--- src/rtl/prim_clock_switch_pkg.sv ---
// ============================================================================
// Module      : prim_clock_switch_pkg
// Description : Shared types and constants for the clock-switch sequencer.
// Revision    : 1.0 - initial release
// ============================================================================
`default_nettype none

package prim_clock_switch_pkg;

    typedef enum logic [1:0] {
        ST_IDLE        = 2'd0,
        ST_WAIT_OFF    = 2'd1,
        ST_WAIT_SETTLE = 2'd2
    } switch_state_e;

    localparam int c_status_cnt_w = 8;

    // Never returns less than 1 so a counter vector always exists.
    function automatic int calc_cnt_width(input int switch_delay, input int settle_delay);
        int max_delay;
        max_delay = (switch_delay > settle_delay) ? switch_delay : settle_delay;
        if (max_delay < 2) begin
            return 1;
        end
        return $clog2(max_delay);
    endfunction

endpackage

`default_nettype wire

--- src/rtl/prim_clock_switch_cnt.sv ---
// ============================================================================
// Module      : prim_clock_switch_cnt
// Description : Loadable down-counter with zero flag for the switch sequencer.
// Revision    : 1.0 - initial release
// ============================================================================
`default_nettype none

module prim_clock_switch_cnt #(
    parameter int WIDTH = 3
) (
    input  logic             clk_i,
    input  logic             rst_i,
    input  logic             load_i,
    input  logic [WIDTH-1:0] load_val_i,
    input  logic             dec_i,
    output logic             zero_o
);

    logic [WIDTH-1:0] r_count;

    always_ff @(posedge clk_i or posedge rst_i) begin
        if (rst_i) begin
            r_count <= '0;
        end else if (load_i) begin
            r_count <= load_val_i;
        end else if (dec_i) begin
            r_count <= r_count - 1'b1;
        end
    end

    assign zero_o = (r_count == '0);

endmodule

`default_nettype wire

--- src/rtl/prim_clock_switch_ctrl.sv ---
// ============================================================================
// Module      : prim_clock_switch_ctrl
// Description : Gate-off / select-flip / settle / gate-on sequencer for a
//               2:1 clock mux. Optional switch counter: CLK_SWITCH_STATUS_EN.
// Revision    : 1.0 - initial release
// ============================================================================
`default_nettype none

module prim_clock_switch_ctrl
    import prim_clock_switch_pkg::*;
#(
    parameter int   SWITCH_DELAY = 4,
    parameter int   SETTLE_DELAY = 8,
    parameter logic RESET_SEL    = 1'b0
) (
    input  logic clk_i,
    input  logic rst_i,
    input  logic req_i,
    input  logic req_sel_i,
    input  logic clr_err_i,
    output logic sel_o,
    output logic clk_en_o,
    output logic busy_o,
    output logic done_o,
    output logic err_o
`ifdef CLK_SWITCH_STATUS_EN
    ,
    output logic [c_status_cnt_w-1:0] switch_cnt_o
`endif
);

    localparam int              c_cnt_w      = calc_cnt_width(SWITCH_DELAY, SETTLE_DELAY);
    localparam logic [c_cnt_w-1:0] c_switch_load = c_cnt_w'(SWITCH_DELAY - 1);
    localparam logic [c_cnt_w-1:0] c_settle_load = c_cnt_w'(SETTLE_DELAY - 1);

    switch_state_e      r_state;
    logic               r_sel;
    logic               r_target;
    logic               r_clk_en;
    logic               r_busy;
    logic               r_done;
    logic               r_err;
    logic               w_load;
    logic [c_cnt_w-1:0] w_load_val;
    logic               w_dec;
    logic               w_zero;
    logic               w_start;
    logic               w_finish;

    assign w_start  = (r_state == ST_IDLE) && req_i && (req_sel_i != r_sel);
    assign w_finish = (r_state == ST_WAIT_SETTLE) && w_zero;

    always_comb begin
        w_load     = 1'b0;
        w_load_val = '0;
        w_dec      = 1'b0;
        case (r_state)
            ST_IDLE: begin
                if (w_start) begin
                    w_load     = 1'b1;
                    w_load_val = c_switch_load;
                end
            end
            ST_WAIT_OFF: begin
                if (w_zero) begin
                    w_load     = 1'b1;
                    w_load_val = c_settle_load;
                end else begin
                    w_dec = 1'b1;
                end
            end
            ST_WAIT_SETTLE: begin
                w_dec = !w_zero;
            end
            default: begin
                w_dec = 1'b0;
            end
        endcase
    end

    prim_clock_switch_cnt #(
        .WIDTH (c_cnt_w)
    ) u_cnt (
        .clk_i      (clk_i),
        .rst_i      (rst_i),
        .load_i     (w_load),
        .load_val_i (w_load_val),
        .dec_i      (w_dec),
        .zero_o     (w_zero)
    );

    always_ff @(posedge clk_i or posedge rst_i) begin
        if (rst_i) begin
            r_state  <= ST_IDLE;
            r_sel    <= RESET_SEL;
            r_target <= RESET_SEL;
            r_clk_en <= 1'b1;
            r_busy   <= 1'b0;
            r_done   <= 1'b0;
        end else begin
            r_done <= 1'b0;
            case (r_state)
                ST_IDLE: begin
                    if (req_i) begin
                        if (req_sel_i != r_sel) begin
                            r_state  <= ST_WAIT_OFF;
                            r_clk_en <= 1'b0;
                            r_busy   <= 1'b1;
                            r_target <= req_sel_i;
                        end else begin
                            r_done <= 1'b1;
                        end
                    end
                end
                ST_WAIT_OFF: begin
                    if (w_zero) begin
                        r_sel   <= r_target;
                        r_state <= ST_WAIT_SETTLE;
                    end
                end
                ST_WAIT_SETTLE: begin
                    if (w_zero) begin
                        r_clk_en <= 1'b1;
                        r_busy   <= 1'b0;
                        r_done   <= 1'b1;
                        r_state  <= ST_IDLE;
                    end
                end
                default: begin
                    r_state <= ST_IDLE;
                end
            endcase
        end
    end

    // A request arriving mid-sequence is dropped; setting beats clearing.
    always_ff @(posedge clk_i or posedge rst_i) begin
        if (rst_i) begin
            r_err <= 1'b0;
        end else if (req_i && r_busy) begin
            r_err <= 1'b1;
        end else if (clr_err_i) begin
            r_err <= 1'b0;
        end
    end

`ifdef CLK_SWITCH_STATUS_EN
    logic [c_status_cnt_w-1:0] r_switch_cnt;

    always_ff @(posedge clk_i or posedge rst_i) begin
        if (rst_i) begin
            r_switch_cnt <= '0;
        end else if (clr_err_i) begin
            r_switch_cnt <= '0;
        end else if (w_finish && (r_switch_cnt != '1)) begin
            r_switch_cnt <= r_switch_cnt + 1'b1;
        end
    end

    assign switch_cnt_o = r_switch_cnt;
`else
    logic w_unused_finish;
    assign w_unused_finish = w_finish;
`endif

    assign sel_o    = r_sel;
    assign clk_en_o = r_clk_en;
    assign busy_o   = r_busy;
    assign done_o   = r_done;
    assign err_o    = r_err;

endmodule

`default_nettype wire

--- config.mk ---
export PLATFORM = sky130hd
export DESIGN_NAME = prim_clock_switch_ctrl
export DESIGN_NICKNAME = d
export VERILOG_FILES = /design/src/rtl/prim_clock_switch_pkg.sv /design/src/rtl/prim_clock_switch_cnt.sv /design/src/rtl/prim_clock_switch_ctrl.sv
export SDC_FILE = /design/constraint.sdc
export NUM_CORES = 1
export LEC_CHECK = 0
export CORE_MARGIN = 5
export CORE_UTILIZATION = 44
export CTS_CLUSTER_DIAMETER = 100
export DETAILED_ROUTE_END_ITERATION = 8
export MAX_ROUTING_LAYER = met4
export PLACE_DENSITY = 0.68
export SYNTH_ARGS = -nofsm -noshare
export SYNTH_HDL_FRONTEND = slang
export SYNTH_SLANG_ARGS = --single-unit
--- constraint.sdc ---
create_clock -name clk_i -period 1.5 [get_ports clk_i]
set_input_delay 0.3 -clock clk_i [delete_from_list [all_inputs] [get_ports clk_i]]
set_output_delay 0.3 -clock clk_i [all_outputs]
set_load 0.02 [all_outputs]
# ---- Yosys cells after proc, flatten, opt, wreduce, memory -nomap -nowiden
# Index checks and enable logic that the tools add are counted.
dict set report word_totals {
  reg_bits 11
  output_inout_bits 5
  word_cells 57
}
dict set report classes {
  n_eq_ne 7
  n_reduce_logical 13
  n_addsub 1
  mux 28
}
# cell count
set op_table {}
lappend op_table {{$mux W1} 13}
lappend op_table {{$mux W2} 5}
lappend op_table {{$pmux W1 S2} 5}
lappend op_table {{$mux W3} 3}
lappend op_table {{$reduce_and A4 Y1} 2}
lappend op_table {{$ne A2 B2 Y1 const B} 3}
lappend op_table {{$pmux W2 S3} 1}
lappend op_table {{$pmux W3 S2} 1}
lappend op_table {{$reduce_bool A2 Y1} 3}
lappend op_table {{$logic_and A1 B1 Y1} 3}
lappend op_table {{$logic_not A3 Y1} 1}
lappend op_table {{$reduce_and A3 Y1} 1}
lappend op_table {{$sub A3 B1 Y3 const B} 1}
lappend op_table {{$eq A2 B1 Y1 const B} 1}
lappend op_table {{$eq A2 B2 Y1 const B} 1}
lappend op_table {{$logic_not A2 Y1} 1}
lappend op_table {{$ne A2 B1 Y1 const B} 1}
lappend op_table {{$reduce_and A2 Y1} 1}
lappend op_table {{$logic_not A1 Y1} 1}
lappend op_table {{$ne A1 B1 Y1} 1}

# ---- Depth between registers and ports, before layout
# Gate-level depths: netlist of run 1.
dict set report logic_depth {
  depth_word 6
  depth_mapped 6
  ltp_nobuf 6
}

# ---- Cells and area by module
# Synthesis of run 1 repeated with hierarchy kept, for this count alone.
dict set report hier_totals {
  hier_cells 74
  hier_area_um2 680.7
}
# module cells_each seq_area_each_um2 area_per_inst_um2 n_inst
set by_module_without_submodules {}
lappend by_module_without_submodules {prim_clock_switch_ctrl 54 201.4 495.5 1}
lappend by_module_without_submodules {prim_clock_switch_cnt 20 75.1 185.2 1}

# ---- Worst setup path after synthesis of run 1
# No wires, ideal clock.
dict set report synth_path {
  path_kind {reg-to-reg}
  from {register u_cnt.r_count[0]}
  to {register r_state[0]}
  synth_period_minus_slack_ns 1.433
  path_buffers 0
  path_stages_with_launch 7
  slack_ns 0.067
  t_required_ns 1.375
  arrival_time_ns 1.307
  cell_sequence {dfrtp_1 -> inv_1 -> ha_1 -> inv_1 -> nor2_1 -> o21ai_2 -> mux2_4}
}
dict set report synth_between {
  elab_chain_len 3
  word_cells_on_any_way 4
  cone_classes {2 x eq/ne; 2 x reduce/logical}
}
# item line_no
set synth_lines {}
lappend synth_lines {{start: declaration} prim_clock_switch_cnt.sv:19} ;# logic [WIDTH-1:0] r_count;
lappend synth_lines {{start signal: assignment} prim_clock_switch_cnt.sv:25} ;# r_count <= load_val_i;
lappend synth_lines {{start signal: assignment} prim_clock_switch_cnt.sv:27} ;# r_count <= r_count - 1'b1;
lappend synth_lines {{$logic_not A3 Y1 (*)} prim_clock_switch_cnt.sv:31} ;# assign zero_o = (r_count == '0);
lappend synth_lines {{$ne A2 B2 Y1 (no source line)} -}
lappend synth_lines {{$reduce_and A4 Y1 (no source line) (*)} -}
lappend synth_lines {{end signal: assignment} prim_clock_switch_ctrl.sv:94} ;# r_state <= ST_IDLE;
lappend synth_lines {{end signal: assignment} prim_clock_switch_ctrl.sv:106} ;# r_state <= ST_WAIT_OFF;
lappend synth_lines {{end signal: assignment} prim_clock_switch_ctrl.sv:118} ;# r_state <= ST_WAIT_SETTLE;
lappend synth_lines {{end: declaration} prim_clock_switch_ctrl.sv:36} ;# switch_state_e r_state;
# Every way passes the cells marked *; elsewhere a longest branch is shown, timed or not.
# A chain may end at the register's enable or synchronous reset.

# ---- Worst setup path after layout of run 1
dict set report layout_path {
  from {register r_clk_en, in the netlist clk_en_o}
  to {output port clk_en_o}
}
# item line_no
set layout_rtl {}
lappend layout_rtl {{start: declaration} prim_clock_switch_ctrl.sv:39} ;# logic r_clk_en;
lappend layout_rtl {{start signal: assignment} prim_clock_switch_ctrl.sv:97} ;# r_clk_en <= 1'b1;
lappend layout_rtl {{start signal: assignment} prim_clock_switch_ctrl.sv:107} ;# r_clk_en <= 1'b0;
lappend layout_rtl {{start signal: assignment} prim_clock_switch_ctrl.sv:123} ;# r_clk_en <= 1'b1;
lappend layout_rtl {{end: declaration} prim_clock_switch_ctrl.sv:22} ;# output logic clk_en_o,
# No word-level cell between the ends.

==> impl_metrics.tcl, run 1 <==
set metrics [dict create \
    syn_area_per_cell_um2 9.667 \
    row_count 13 \
    gr-usage-all-layers_pct 13.71 \
    yosysMostFrequentCell "dfrtp_1" \
    status "finished clean" \
    holdCritPathClass "in2async" \
    overflow 0 \
    drt_wl_total_um 1201 \
    cpPeakStageDelay_ps 530 \
    grt_pass1_wl_um 1973 \
    required_ps 1200 \
    power_switching_mw 0.6070 \
    comb_power_share_pct 52.6 \
    ios 10 \
    skew_ps 1.996 \
    synth.area.top_cells "dfrtp_1 42%, ha_1 13%, a21oi_1 5.8%" \
    rrSetupSlack_ps 80 \
    ys_ff_latch 11 \
    worstPathMaxFanout 2 \
    synthAdderAreaFrac_pct 12.53 \
    synth-compound-area-share_pct 19.62 \
    yosysSeqAreaShare_pct 46.14 \
    p_int_mw 0.8814 \
    antenna_left 0 \
    die_w_um 46.91 \
    synth_flop_cell "dfrtp_1" \
    cp.arrival_ps 1130 \
    setup_slack_ps 65.90 \
    endpoint_kind "output pin" \
    gp_congestion 0.8555 \
    clkPwrFrac_pct 14.2 \
    hold_viol_final 0 \
    slew_viol_final 0 \
    synth_top_family_by_area "compound AO/OA/AOI/OAI gates" \
    synth_area_um2 599.3 \
    synth_fp_nets 73 \
    nets 92 \
    fin_crit_sh_pct 95.61 \
    postPlaceCellArea_um2 745.7 \
    vias 490 \
    ys_warn_count 0 \
    rsz0062_at_grt "no" \
    grt_max_degree 12 \
    die_area_um2 2200 \
    yosys.area.top_type "dfrtp_1" \
    synthArstFlopShare_pct 100.0 \
    peakVddDrop_v 0.0008690 \
    cp-start-kind "flip-flop" \
    r2r_end "sel_o$_DFFE_PP0P_" \
    r2r-start "u_cnt.r_count[1]$_DFFE_PP0P_" \
    drc 0 \
    synthTopCellsByCount "10 x dfrtp_1, 9 x inv_1, 7 x a21oi_1" \
    path_clk_slew_ps 70 \
    period_needed_ps 1434 \
    antenna_cells 0 \
    avgRoutedWirePerCell_um 12.64 \
    start_util_pct 46.06 \
    setup.worst_path.start "clk_en_o$_DFFE_PP1P_" \
    syn2layout_area_growth_pct 29.44 \
    clk_path_buf_depth 2 \
    synth_top_cell_area_share_pct 41.75 \
    io_buffer_count 9 \
    synthCells 62 \
    synth_mux_area_share_pct 4.384 \
    clock_sinks 11 \
    cts_buffers 3 \
    antenna_found_initial 0 \
    coreArea_um2 1301 \
    relSlewSlack_pct 71.72 \
    p_leak_nw 0.3612 \
    placed_cells 91 \
    fmax_mhz 697.3 \
    cts_tree "yes" \
    synth-xor-area-share_pct 2.923 \
    yosys.area_share.simple_pct 8.768 \
    crit_path_top_delay_cell "dfstp_2" \
    fin_tns_setup_ps 0 \
    hpwl_um 885.5 \
    vias_per_cell 5.158 \
    crit_cells 1 \
    setup_violations 0 \
    critical_path.cell_chain "dlygate4sd2_1" \
    sw_frac_of_total_pct 40.78 \
    clkLatencyLatePin_ps 280 \
    power_density_nw_per_um2 1919 \
    drive_above_1_share_pct 21.25 \
    final_cells 95 \
    first_pass_iters 4 \
    p_seq_share_pct 33.2 \
    place_ws_ps -135.3 \
    die_h_um 46.91 \
    critPathTopFamily "flip-flops" \
    cp_num_buf_inv 1 \
    synth_edf_count 0 \
    cts_hold_repair.buffers 0 \
    path_class "reg2out" \
    cts_root_buf "clkbuf_4" \
    worstMarginPinSlew_ps 423.8 \
    utilization_pct 59.62 \
    htreeDepth 1 \
    first_iter_violations 9 \
    endpoint "clk_en_o" \
    rr_worst_depth 6 \
    grt_pass1_vias 453 \
    cap_violations 0 \
    synth_cell_types 18 \
    final_area_um2 775.7 \
]
-- how the worst min path moves through the flow --
stage,startpoint,to,slack (ps),depth (start not counted)
4_1_cts,rst_i,busy_o$_DFFE_PP0P_,340,2
2_1_floorplan,rst_i,busy_o$_DFFE_PP0P_,150,1
5_1_grt,rst_i,busy_o$_DFFE_PP0P_,350,2
6_report,rst_i,err_o$_DFFE_PP0P_,310,2
3_5_place_dp,u_cnt.r_count[1]$_DFFE_PP0P_,u_cnt.r_count[1]$_DFFE_PP0P_,500,2
3_3_place_gp,u_cnt.r_count[1]$_DFFE_PP0P_,u_cnt.r_count[1]$_DFFE_PP0P_,500,2
-- metal layers --
| metal | part of all wire [%] | track usage, % | wire (um) | vias up |
|---|---|---|---|---|
| li1 | - | - | - | 246 |
| met1 | 47 | 17.30 | 563 | 229 |
| met2 | 45 | 19.51 | 545 | 10 |
| met3 | 5.3 | 3.448 | 64 | 5 |
| met4 | 2.2 | 8.287 | 27 | 0 |
| met5 | 0 | - | 0 | - |
-- cell type report --
| type | count | area [um2] |
|---|---|---|
| fillers | 115 | 525.5 |
| multi-input cells | 42 | 299.0 |
| flip-flops and latches | 11 | 276.5 |
| repair buffers | 14 | 121.4 |
| inverters | 9 | 33.78 |
| clock buffers | 4 | 26.28 |
| well taps | 15 | 18.77 |
-- kinds of logic (layout without fill, tap and decap cells) --
| logic type | Yosys count | in the layout |
|---|---|---|
| AO/OA/AOI/OAI | 20 | 20 |
| XOR/XNOR | 2 | 2 |
| adder cells (fa/ha/maj) | 6 | 6 |
| buffers and inverters | 9 | 27 |
| flip-flops | 11 | 11 |
| multiplexers | 2 | 2 |
| AND/OR/NAND/NOR | 12 | 12 |
-- what timing repair did --
action                     in CTS  in global routing
setup endpoints to repair       5                  6
setup buffers                   0                  0
resized for setup               5                  4
-- worst register-to-register path, stage by stage, from the launching register on --
cell	delay (ps)
dfrtp_1	380
inv_1	80
ha_1	170
inv_1	70
nor2_2	200
nand2_1	130
mux2_2	280
-- placed cells by master (no fill, tap or decap), drive strengths merged --
cell type / n
inv: 9
dlygate4sd2: 5
buf: 5
nand3b: 1
o21ai: 8
o31a: 1
xnor2: 2
o211ai: 1
clkdlybuf4s50: 4
dfstp: 1
nand3: 1
nand2: 6
nand2b: 1
clkbuf: 4
nor2: 3
a31oi: 3
a21oi: 7
mux2: 2
ha: 6
dfrtp: 10
-- state kept, by name (all words and copies together) (netlist names) --
| register | cells |
|---|---|
| r_target | 1 |
| r_state | 2 |
| busy_o | 1 |
| u_cnt.r_count | 3 |
| err_o | 1 |
| clk_en_o | 1 |
| done_o | 1 |
| sel_o | 1 |
-- power by group through the flow --
stage | Clock [mW] | Sequential (mW) | Combinational, mW
5_1_grt | 0.229 | 0.510 | 0.865
4_1_cts | 0.209 | 0.495 | 0.767
2_1_floorplan | 0 | 0.541 | 0.487
6_report | 0.211 | 0.495 | 0.783
3_3_place_gp | 0 | 0.496 | 0.796
3_5_place_dp | 0 | 0.501 | 0.798
-- per-stage QoR --
step	power [mW]	hold WS (ps)
4_1_cts	1.471	338.2
5_1_grt	1.604	351.6
3_5_place_dp	1.298	504.9
3_3_place_gp	1.292	500.3
2_1_floorplan	1.027	151.7
6_report	1.488	314.5
Note: power is estimated with default switching activity, not from simulation.
==> run 2: changes to the inputs <==
Settings changed: CAP_MARGIN set to 30.
==> results of run 2 <==
No change in the layout: final DEF, timing and power equal those of run 1.
